## config.mk

```make
export PLATFORM = sky130hd
export DESIGN_NAME = mux_scan_sel
export DESIGN_NICKNAME = d
export VERILOG_FILES = /design/src/rtl/mux_scan_pkg.sv /design/src/rtl/mux_scan_ctr.sv /design/src/rtl/mux_scan_sel.sv
export SDC_FILE = /design/constraint.sdc
export NUM_CORES = 1
export LEC_CHECK = 0
export BUFFER_PORTS_ARGS = -buffer_cell sky130_fd_sc_hd__buf_2
export CAP_MARGIN = 20
export CORE_AREA = 2 2 39 41
export DETAILED_ROUTE_END_ITERATION = 8
export DIE_AREA = 0 0 41 43
export PLACE_DENSITY = 0.78
export SLEW_MARGIN = 25
export SYNTH_ARGS = -nofsm -noshare
export SYNTH_HDL_FRONTEND = slang
export SYNTH_HIERARCHICAL = 1
export SYNTH_SLANG_ARGS = --single-unit
```

## constraint.sdc

```tcl
create_clock -name clk -period 3.05 [get_ports clk]
set_input_delay 0.1525 -clock clk [delete_from_list [all_inputs] [get_ports clk]]
set_output_delay 0.1525 -clock clk [all_outputs]
set_load 0.02 [all_outputs]
```

## src/rtl/mux_scan_pkg.sv

```systemverilog
// Shared types and default sizing for the scanning channel selector.
package mux_scan_pkg;

    localparam int DEF_N_IN     = 7;
    localparam int DEF_DATA_W   = 1;
    localparam int DEF_SCAN_DIV = 4;

    typedef enum logic [1:0] {
        ST_MANUAL = 2'd0,
        ST_SCAN   = 2'd1,
        ST_ERR    = 2'd2
    } state_t;

    // Index width for a range of n values, never narrower than one bit.
    function automatic int width_of(input int n);
        return (n > 1) ? $clog2(n) : 1;
    endfunction

endpackage

```

## src/rtl/mux_scan_ctr.sv

```systemverilog
// Dwell counter plus wrapping channel-index register for mux_scan_sel.
module mux_scan_ctr
    import mux_scan_pkg::*;
#(
    parameter int N_IN       = DEF_N_IN,
    parameter int SCAN_DIV   = DEF_SCAN_DIV,
    localparam int SEL_W     = width_of(N_IN)
) (
    input  logic             clk,
    input  logic             resetn,
    input  logic             cnt_clr,
    input  logic             cnt_en,
    input  logic             idx_load,
    input  logic [SEL_W-1:0] idx_val,
    output logic [SEL_W-1:0] idx
);

    localparam int               CNT_W    = width_of(SCAN_DIV);
    localparam logic [CNT_W-1:0] CNT_LAST = CNT_W'(SCAN_DIV - 1);
    localparam logic [SEL_W-1:0] IDX_LAST = SEL_W'(N_IN - 1);

    logic [CNT_W-1:0] cnt;
    logic             dwell_done;

    assign dwell_done = cnt_en && (cnt == CNT_LAST);

    // NOTE: registers use non-blocking assignments so every flop samples pre-edge values.
    always_ff @(posedge clk or negedge resetn) begin
        if (!resetn) begin
            cnt <= '0;
        end else if (cnt_clr || dwell_done) begin
            cnt <= '0;
        end else if (cnt_en) begin
            cnt <= cnt + 1'b1;
        end
    end

    always_ff @(posedge clk or negedge resetn) begin
        if (!resetn) begin
            idx <= '0;
        end else if (idx_load) begin
            idx <= idx_val;
        end else if (dwell_done) begin
            idx <= (idx == IDX_LAST) ? '0 : idx + 1'b1;
        end
    end

endmodule

```

## src/rtl/mux_scan_sel.sv

```systemverilog
// Registered N-way channel selector with manual load and timed auto-scan.
// Optional MUX_SCAN_HOLD_EN adds a hold input that freezes scanning.
module mux_scan_sel
    import mux_scan_pkg::*;
#(
    parameter int N_IN       = DEF_N_IN,
    parameter int DATA_W     = DEF_DATA_W,
    parameter int SCAN_DIV   = DEF_SCAN_DIV,
    localparam int SEL_W     = width_of(N_IN)
) (
    input  logic                   clk,
    input  logic                   resetn,
    input  logic [N_IN*DATA_W-1:0] data_in,
    input  logic [SEL_W-1:0]       sel,
    input  logic                   load,
    input  logic                   scan_en,
`ifdef MUX_SCAN_HOLD_EN
    input  logic                   hold,
`endif
    output logic [DATA_W-1:0]      data_out,
    output logic                   out_valid,
    output logic [SEL_W-1:0]       cur_idx,
    output logic                   sel_err
);

    localparam logic [SEL_W:0] N_IN_EXT = (SEL_W + 1)'(N_IN);

    state_t             state, state_next;
    logic               sel_legal;
    logic               freeze;
    logic               idx_load;
    logic [SEL_W-1:0]   idx_val;
    logic               cnt_en;
    logic               cnt_clr;
    logic               err_set;
    logic               valid_next;
    logic [DATA_W-1:0]  chan;

    assign sel_legal = ({1'b0, sel} < N_IN_EXT);
    assign chan      = data_in[int'(cur_idx)*DATA_W +: DATA_W];

`ifdef MUX_SCAN_HOLD_EN
    assign freeze = hold;
`else
    assign freeze = 1'b0;
`endif

    always_ff @(posedge clk or negedge resetn) begin
        if (!resetn) state <= ST_MANUAL;
        else         state <= state_next;
    end

    // Leaving ERR into SCAN takes priority over a simultaneous load.
    always_comb begin
        // NOTE: default first so no path through the case infers a latch.
        state_next = state;
        unique case (state)
            ST_MANUAL: begin
                if (scan_en)                state_next = ST_SCAN;
                else if (load && !sel_legal) state_next = ST_ERR;
            end
            ST_SCAN: begin
                if (!scan_en) state_next = ST_MANUAL;
            end
            ST_ERR: begin
                if (scan_en)                state_next = ST_SCAN;
                else if (load && sel_legal) state_next = ST_MANUAL;
            end
            default: state_next = ST_MANUAL;
        endcase
    end

    always_comb begin
        idx_load = 1'b0;
        idx_val  = sel;
        err_set  = 1'b0;
        unique case (state)
            ST_MANUAL: begin
                idx_load = load && sel_legal;
                err_set  = load && !sel_legal;
            end
            ST_ERR: begin
                if (scan_en) begin
                    idx_load = 1'b1;
                    idx_val  = '0;
                end else begin
                    idx_load = load && sel_legal;
                end
            end
            default: ;
        endcase
        cnt_clr    = (state != ST_SCAN);
        cnt_en     = (state == ST_SCAN) && scan_en && !freeze;
        valid_next = (state != ST_ERR) && (state_next != ST_ERR);
    end

    mux_scan_ctr #(
        .N_IN     (N_IN),
        .SCAN_DIV (SCAN_DIV)
    ) u_ctr (
        .clk      (clk),
        .resetn   (resetn),
        .cnt_clr  (cnt_clr),
        .cnt_en   (cnt_en),
        .idx_load (idx_load),
        .idx_val  (idx_val),
        .idx      (cur_idx)
    );

    // Output stays blanked for the first cycle after reset or after ERR.
    always_ff @(posedge clk or negedge resetn) begin
        if (!resetn) begin
            data_out  <= '0;
            out_valid <= 1'b0;
            sel_err   <= 1'b0;
        end else begin
            data_out  <= valid_next ? chan : '0;
            out_valid <= valid_next;
            if (err_set) sel_err <= 1'b1;
        end
    end

endmodule

```

==> run summary, run 1 <==
• **number of library cell types mapped by synthesis** 24
• **number of nets in the synthesized netlist** 73
• **total setup buffers inserted after CTS** 0
• **Root Buffer Master** sky130_fd_sc_hd__clkbuf_4
• **final setup TNS** 0 ns
• **Final period util** 51.0%
• **leakage power figure** 0.000347 uW
• **Setup crit start kind** flip-flop
• **number of synthesized register bits** 10
• **f_max** 643 MHz
• **Post-Synthesis Cells** 58
• **critical path data required time** 3.20 ns
• **count of cells along the worst register-to-register path** 3
• **routed len/inst** 11.2 um
• **GPL Wtd Cong** 0.826
• **final worst setup slack** 1.49 ns
• **total core area** 1380 sq um
• **count of hold-fix buffers inserted at cts** 1
• **GRT Total Usage** 15.7%
• **Initial Utilization** 41.0%
• **clock transition at the register clock pins on the worst setup and hold paths after CTS** 0.06 ns
• **number of clock buffers inserted by TritonCTS** 3
• **maximum clock insertion buffer count** 2
• **count of nets after finishing** 98
• **Hold Path Depth** 2
• **I/O Pins** 20
• **arrival time reported for the critical path endpoint** 1.71 ns
• **YS warnings** 6
• **sequential cell area fraction in the yosys report** 44.1%
• **clock latency of the later-clocked register in the worst-skew pair** 0.26 ns
• **number of gates resized after CTS** 0
• **maximum vdd drop** 0.000202 V
• **slew at the pin closest to its max-slew limit** 0.344 ns
• **Worst Clk Skew** 0.00575 ns
• **share of Yosys cell area claimed by the top area cell type** 44.1%
• **worst setup timing slack at the placement stage** 1.50 ns
• **unrepaired setup endpoints after global routing** false
• **worst slew slack as a fraction of its limit** 77.0%
• **total wirelength of the detailed-routed design** 1090 um
• **# diodes** 0
• **wire length of the first global-routing pass** 1820 um
• **post-synthesis to final-layout area growth** 26.0%
• **Pwr per Cell Area** 463 nW/um^2
• **Area contributors post-synth** sky130_fd_sc_hd__dfrtp_1 44%, sky130_fd_sc_hd__mux2_1 5.9%, sky130_fd_sc_hd__a21oi_1 5.3%
• **type of element capturing the critical path** flip-flop
• **final max-slew violation count** 0
• **Detailed Routing Iterations Pass 1** 6
• **number of setup violations in the final report** 0
• **clock period minus final worst setup slack** 1.56 ns
• **buffers added on ports** 19
• **status** completed
• **Detailed Route Iter0 Violations** 9
• **post-route DRC violation count** 0
• **share of post-route cells with drive strength above 1** 30.9%
• **TritonCTS clock tree** yes
• **antenna violations before repair** 0
• **mapped cell area** 568 sq um
• **count of endpoints failing hold in the final timing report** 0
• **kind of critical path** flip-flop to flip-flop
• **Tightest Hold Check Type** input port to flip-flop
• **Chip Width** 41 um
• **Avg Synthesized Cell Area** 9.79 sq um
• **Yosys top cell by area** sky130_fd_sc_hd__dfrtp_1
• **residual antenna-violating net count after detailed routing** 0
• **vias in the first global route** 471
• **Congestion Overflow GR** 0
• **CTS H-tree depth** 1
• **Detailed Place HPWL** 859 um
• **Die ar.** 1760 sq um
• **Area after DPL** 683 sq um
• **Post-Layout Inst Area** 716 sq um
• **number of standard-cell rows in the floorplan** 14
• **TritonCTS Sinks** 10
• **routed vias/inst** 5.08
• **pin count of the biggest net entering global routing** 11
• **height of the die** 43 um
• **Worst Hold Slack** 0.122 ns
• **number of max-cap violations** 0
• **vias** 493
• **critical-path maximum fanout** 9
layout make-up:
cell class,instances,area (sq um)
fill,142,668
multi-input combinational,45,307
sequential,10,250
timing repair buffer,20,105
clock buffer,3,22.5
tap,16,20.0
inverter,3,11.3
state kept, by name, summed over array words and instances (netlist names):
name / cells
data_out: 1
state: 2
u_ctr/cnt: 2
u_ctr/idx: 3
sel_err: 1
out_valid: 1
where the power goes:
group / internal (uW) / switching, uW
combinational: 41.7 / 41.9
clock: 45.3 / 39.5
sequential: 147 / 15.8
through the flow:
stage               total power, uW  instances  utilization (%)
floorplan                       217         58                -
global placement                246         93             49.4
detailed placement              250         93             49.4
CTS                             337         97             51.7
global route                    355         97             51.7
finish                          331         97             51.7
worst max-delay path, cell delays in order, from the launching register on:
cell and delay, ns:
sky130_fd_sc_hd__dfrtp_1 0.49, sky130_fd_sc_hd__mux2_1 0.35, sky130_fd_sc_hd__mux4_2 0.45, sky130_fd_sc_hd__and2_1 0.16
cell usage in the layout (no fill, tap or decap), drive strengths merged, types with 2 or more instances in the layout:
cell,synthesis,layout
mux2,3,3
a21oi,6,6
nor2,4,4
mux2i,3,3
o21ai,3,3
buf,0,19
clkbuf,0,3
dfrtp,10,10
and2,4,4
nand2b,2,2
nand3,2,2
nand2,6,6
inv,3,3
metal layers:
metal	up-vias	track usage, %	wire length (um)
met1	227	18.0	448
met4	0	10.0	7
met2	10	25.0	596
met3	2	3.14	34
li1	254	-	-
met5	-	0	0
synth_stat cells, drive strengths merged:
library cell  count
nand2b            2
mux2i             3
a31o              1
and4b             1
o21ai             3
and2              4
and2b             1
nor2b             1
nand3             2
nor2              4
nand3b            1
nor3              1
dfrtp            10
nand2             6
o211ai            1
a21oi             6
a32oi             1
inv               3
ha                1
and3              1
mux4              1
nor3b             1
mux2              3
cells by family after synthesis:
group	count (synthesis)	share of synthesized area, %
compound gates	12	12.3
fa+ha+maj	1	2.20
buf+inv	3	1.98
flops	10	44.1
mux	7	15.2
simple gates	25	24.2
worst paths after layout:
check                                    startpoint                       end  slack (ns)
min reg2reg                     sel_err$_DFFE_PN0P_       sel_err$_DFFE_PN0P_        0.46
min                                         scan_en        state[1]$_DFF_PN0_        0.12
max in group asynchronous                    resetn  u_ctr/cnt[0]$_DFFE_PN0P_        2.59
min in group asynchronous                    resetn  u_ctr/cnt[1]$_DFFE_PN0P_        0.28
max reg2reg                u_ctr/idx[1]$_DFFE_PN0P_        data_out$_DFF_PN0_        1.49
max                        u_ctr/idx[1]$_DFFE_PN0P_        data_out$_DFF_PN0_        1.49
Note: power is estimated with default switching activity, not from simulation.
==> run 2, diff against run 1 <==
--- a/config.mk
+++ b/config.mk
@@ -5,12 +5,13 @@
 export SDC_FILE = /design/constraint.sdc
 export NUM_CORES = 1
 export LEC_CHECK = 0
+export ABC_AREA = 1
 export BUFFER_PORTS_ARGS = -buffer_cell sky130_fd_sc_hd__buf_2
 export CAP_MARGIN = 20
-export CORE_AREA = 2 2 39 41
+export CORE_MARGIN = 1.5
+export CORE_UTILIZATION = 43
 export DETAILED_ROUTE_END_ITERATION = 8
-export DIE_AREA = 0 0 41 43
-export PLACE_DENSITY = 0.78
+export PLACE_DENSITY = 0.8
 export SLEW_MARGIN = 25
 export SYNTH_ARGS = -nofsm -noshare
 export SYNTH_HDL_FRONTEND = slang
==> constraint.sdc (replaced) <==
create_clock -name clk -period 1.35 [get_ports clk]
set_input_delay 0.0675 -clock clk [delete_from_list [all_inputs] [get_ports clk]]
set_output_delay 0.0675 -clock clk [all_outputs]
set_load 0.02 [all_outputs]
==> run summary, run 2 <==
• **post-synthesis to final-layout area growth** 31.7%
• **most frequent standard cell in the layout excluding fill and tap cells** sky130_fd_sc_hd__nand2_1
• **Die ar.** 1740 sq um, -1.5%
• **met1 capacity usage during global routing** 20.3%, +2.4 points
• **Avg Synthesized Cell Area** 6.50 sq um, -34%
• **number of nets in the synthesized netlist** 114, +56%
• **vias** 666, +35%
• **number of max-cap violations** 0, unchanged
• **final max-slew violation count** 0, unchanged
• **count of cells along the worst register-to-register path** 8, +5
• **GPL Wtd Cong** 0.755, -8.6%
• **Reg with most FFs** u_ctr/idx
• **Post-Synthesis Cells** 99, +71%
• **fraction of registers with async set or reset after synthesis** 100%, unchanged
• **Worst Hold Slack** 0.0876 ns, -0.0340 ns
• **antenna violations before repair** 0, unchanged
• **GR Layer Usage met3** 2.61%, -0.53 points
• **Pwr per Cell Area** 1100 nW/um^2, +140%
• **# diodes** 0, unchanged
• **f_max** 832 MHz, +29%
• **registers with the most flip-flops** u_ctr/idx: 3 flops, state: 2 flops, u_ctr/cnt: 2 flops
• **number of clock buffers inserted by TritonCTS** 3, unchanged
• **slowest CP cell** sky130_fd_sc_hd__dfrtp_1
• **number of library cell types mapped by synthesis** 15, -38%
• **number of synthesized register bits** 10, unchanged
• **Detailed Place HPWL** 1030 um, +20%
• **share of Yosys cell area claimed by the top area cell type** 38.9%, -5.1 points
• **max FFs per register** 3, unchanged
• **buffers added on ports** 19, unchanged
• **TritonCTS Sinks** 10, unchanged
• **TritonCTS clock tree** yes
• **busiest metal layer after global routing** met2
• **status** completed
• **Hold Path Depth** 3, +1
• **critical register-to-register path startpoint** state[0]$_DFF_PN0_
• **wire length of the first global-routing pass** 2150 um, +18%
• **unrepaired setup endpoints after global routing** false
• **clock period minus final worst setup slack** 1.20 ns, -0.354 ns
• **I/O Pins** 20, unchanged
• **Root Buffer Master** sky130_fd_sc_hd__clkbuf_4
• **number of standard-cell rows in the floorplan** 13, -1
• **Switch Pwr** 320 uW, +230%
• **Chip Width** 41.7 um, +1.6%
• **routed len/inst** 9.32 um, -17%
• **Yosys top cell by area** sky130_fd_sc_hd__dfrtp_1
• **total wirelength of the detailed-routed design** 1330 um, +23%
• **clock transition at the register clock pins on the worst setup and hold paths after CTS** 0.07 ns, about the same
• **leakage power figure** 0.000512 uW, +48%
• **start point of the critical path** state[0]$_DFF_PN0_
• **Worst Clk Skew** 0.00439 ns, -0.00136 ns
• **Setup crit start kind** flip-flop
• **proportion of power drawn by combinational gates** 29.6%, +4.4 points
• **cell repeated most along the worst path** sky130_fd_sc_hd__nand2_1
• **P_int** 610 uW, +160%
• **post-route DRC violation count** 0, unchanged
• **maximum vdd drop** 0.000708 V, +250%
• **met2 track demand over resource in global routing** 26.3%, +1.3 points
• **most instantiated cells after synthesis** 33 x sky130_fd_sc_hd__nand2_1, 20 x sky130_fd_sc_hd__inv_1, 12 x sky130_fd_sc_hd__nand3_1
• **clock latency of the later-clocked register in the worst-skew pair** 0.26 ns, about the same
• **worst-path cell chain** buf_4, nand2_1, nor2_2, nand2_2, nand3_1, nand2_1, clkinv_1, nand2_1
• **critical-path maximum fanout** 5, -4
• **number of setup violations in the final report** 0, unchanged
• **GRT Total Usage** 16.0%, +0.30 points
• **arrival time reported for the critical path endpoint** 1.36 ns, -0.35 ns
• **count of nets after finishing** 144, +47%
• **Main synth FF type** sky130_fd_sc_hd__dfrtp_1
• **Final period util** 89.1%, +38 points
• **worst slew slack as a fraction of its limit** 80.6%, +3.7 points
• **switching power share of the total** 34.4%, +5.1 points
• **most used cells in the layout excluding fill and tap cells** 33 x sky130_fd_sc_hd__nand2_1, 20 x sky130_fd_sc_hd__inv_1, 19 x sky130_fd_sc_hd__buf_2
• **sequential cell area fraction in the yosys report** 38.9%, -5.1 points
• **Congestion Overflow GR** 0, unchanged
• **mapped cell area** 643 sq um, +13%
• **Detailed Route Iter0 Violations** 13, +4
• **pin count of the biggest net entering global routing** 11, unchanged
• **clock share of power** 28.8%, +3.2 points
• **final setup TNS** 0 ns, unchanged
• **Tightest Hold Check Type** input port to flip-flop
• **Detailed Routing Iterations Pass 1** 4, -2
• **most common cell in the netlist** sky130_fd_sc_hd__nand2_1
• **maximum clock insertion buffer count** 2, unchanged
• **slew at the pin closest to its max-slew limit** 0.290 ns, -0.0537 ns
• **critical path data required time** 1.51 ns, -1.69 ns
• **residual antenna-violating net count after detailed routing** 0, unchanged
• **kind of critical path** flip-flop to flip-flop
• **total core area** 1350 sq um, -2.4%
• **hold path startpoint** scan_en
• **portion of total power attributed to sequential cells** 41.7%, -7.5 points
• **height of the die** 41.7 um, -3.1%
• **YS warnings** 6, unchanged
• **routed vias/inst** 4.66, -8.4%
• **number of enable-type register cells in the synthesized netlist** 0, unchanged
• **Initial Utilization** 47.6%, +6.6 points
• **longest individual stage delay on the worst path** 0.39 ns, -0.10 ns
• **Area contributors post-synth** sky130_fd_sc_hd__dfrtp_1 39%, sky130_fd_sc_hd__nand2_1 19%, sky130_fd_sc_hd__inv_1 12%
• **share of post-route cells with drive strength above 1** 29.7%, -1.2 points
• **type of element capturing the critical path** flip-flop
• **count of endpoints failing hold in the final timing report** 0, unchanged
• **vias in the first global route** 559, +19%
• **CTS H-tree depth** 1, unchanged
run 2: changes by cell type in the layout (fill, tap and decap cells not counted), sizes merged, moves of 3 or more:
cell	previous run	this run
buf	19	24
inv	3	22
mux2i	3	0
nand2	6	37
nand3	2	12
and2	4	0
mux2	3	0
run 2: critical path, delay by kind of cell, from the launching register on:
kind | cells | cell delay [ns]
flops | 1 | 0.39
simple gates | 6 | 0.52
buf+inv | 2 | 0.19
run 2: layout make-up:
class / instances / area, sq um
timing repair buffer: 25 / 143
clock buffer: 4 / 36.3
tap: 15 / 18.8
sequential: 10 / 250
inverter: 24 / 90.1
fill: 133 / 503
multi-input combinational: 65 / 309
run 2: cells by family (layout without fill, tap and decap cells):
logic type,Yosys count,count (layout),share of synthesized area [%]
xor gates and xnor gates,2,2,2.72
adders and majority gates,1,1,1.95
and+or+nand+nor,55,55,36.4
AOI/OAI and AO/OA,7,7,6.03
buffers and inverters,24,53,14.0
DFF,10,10,38.9
run 2: what timing repair did:
action,4_1_cts,5_1_grt
hold buffers,1,0
hold endpoints to repair,10,0
buffers inserted,0,0
resized for setup,0,3
setup endpoints to repair,0,3
run 2: worst paths after layout:
check / slack [ns] / endpoint
worst max-delay path: 0.15 / u_ctr/idx[0]$_DFFE_PN0P_
worst min-delay path: 0.09 / state[0]$_DFF_PN0_
worst max register to register: 0.15 / u_ctr/idx[0]$_DFFE_PN0P_
worst min register to register: 0.47 / sel_err$_DFFE_PN0P_
max in group asynchronous: 0.97 / u_ctr/cnt[0]$_DFFE_PN0P_
min in group asynchronous: 0.19 / u_ctr/idx[2]$_DFFE_PN0P_
run 2: metrics by stage:
| stage | instances | setup WS, ns | util, % | power, uW | instance area [sq um] |
|---|---|---|---|---|---|
| 2_1_floorplan | 99 | 0.0699 | - | 564 | 643 |
| 3_3_place_gp | 138 | 0.173 | 58.9 | 654 | 795 |
| 3_5_place_dp | 138 | 0.120 | 58.9 | 664 | 795 |
| 4_1_cts | 143 | 0.0744 | 62.3 | 933 | 841 |
| 5_1_grt | 143 | 0.0259 | 62.7 | 998 | 847 |
| 6_report | 143 | 0.148 | 62.7 | 931 | 847 |
run 2: routing by layer:
| layer | up-vias | wire length (um) |
|---|---|---|
| li1 | 354 | - |
| met1 | 283 | 608 |
| met2 | 25 | 626 |
| met3 | 4 | 81 |
| met4 | 0 | 16 |
| met5 | - | 0 |
run 2: power groups by stage:
| stage | logic, uW | clock network (uW) | registers (uW) |
|---|---|---|---|
| detailed placement | 272 | 0 | 392 |
| CTS | 275 | 271 | 387 |
| global route | 315 | 288 | 395 |
| floorplan | 141 | 0 | 423 |
| global placement | 264 | 0 | 390 |
| finish | 275 | 268 | 388 |
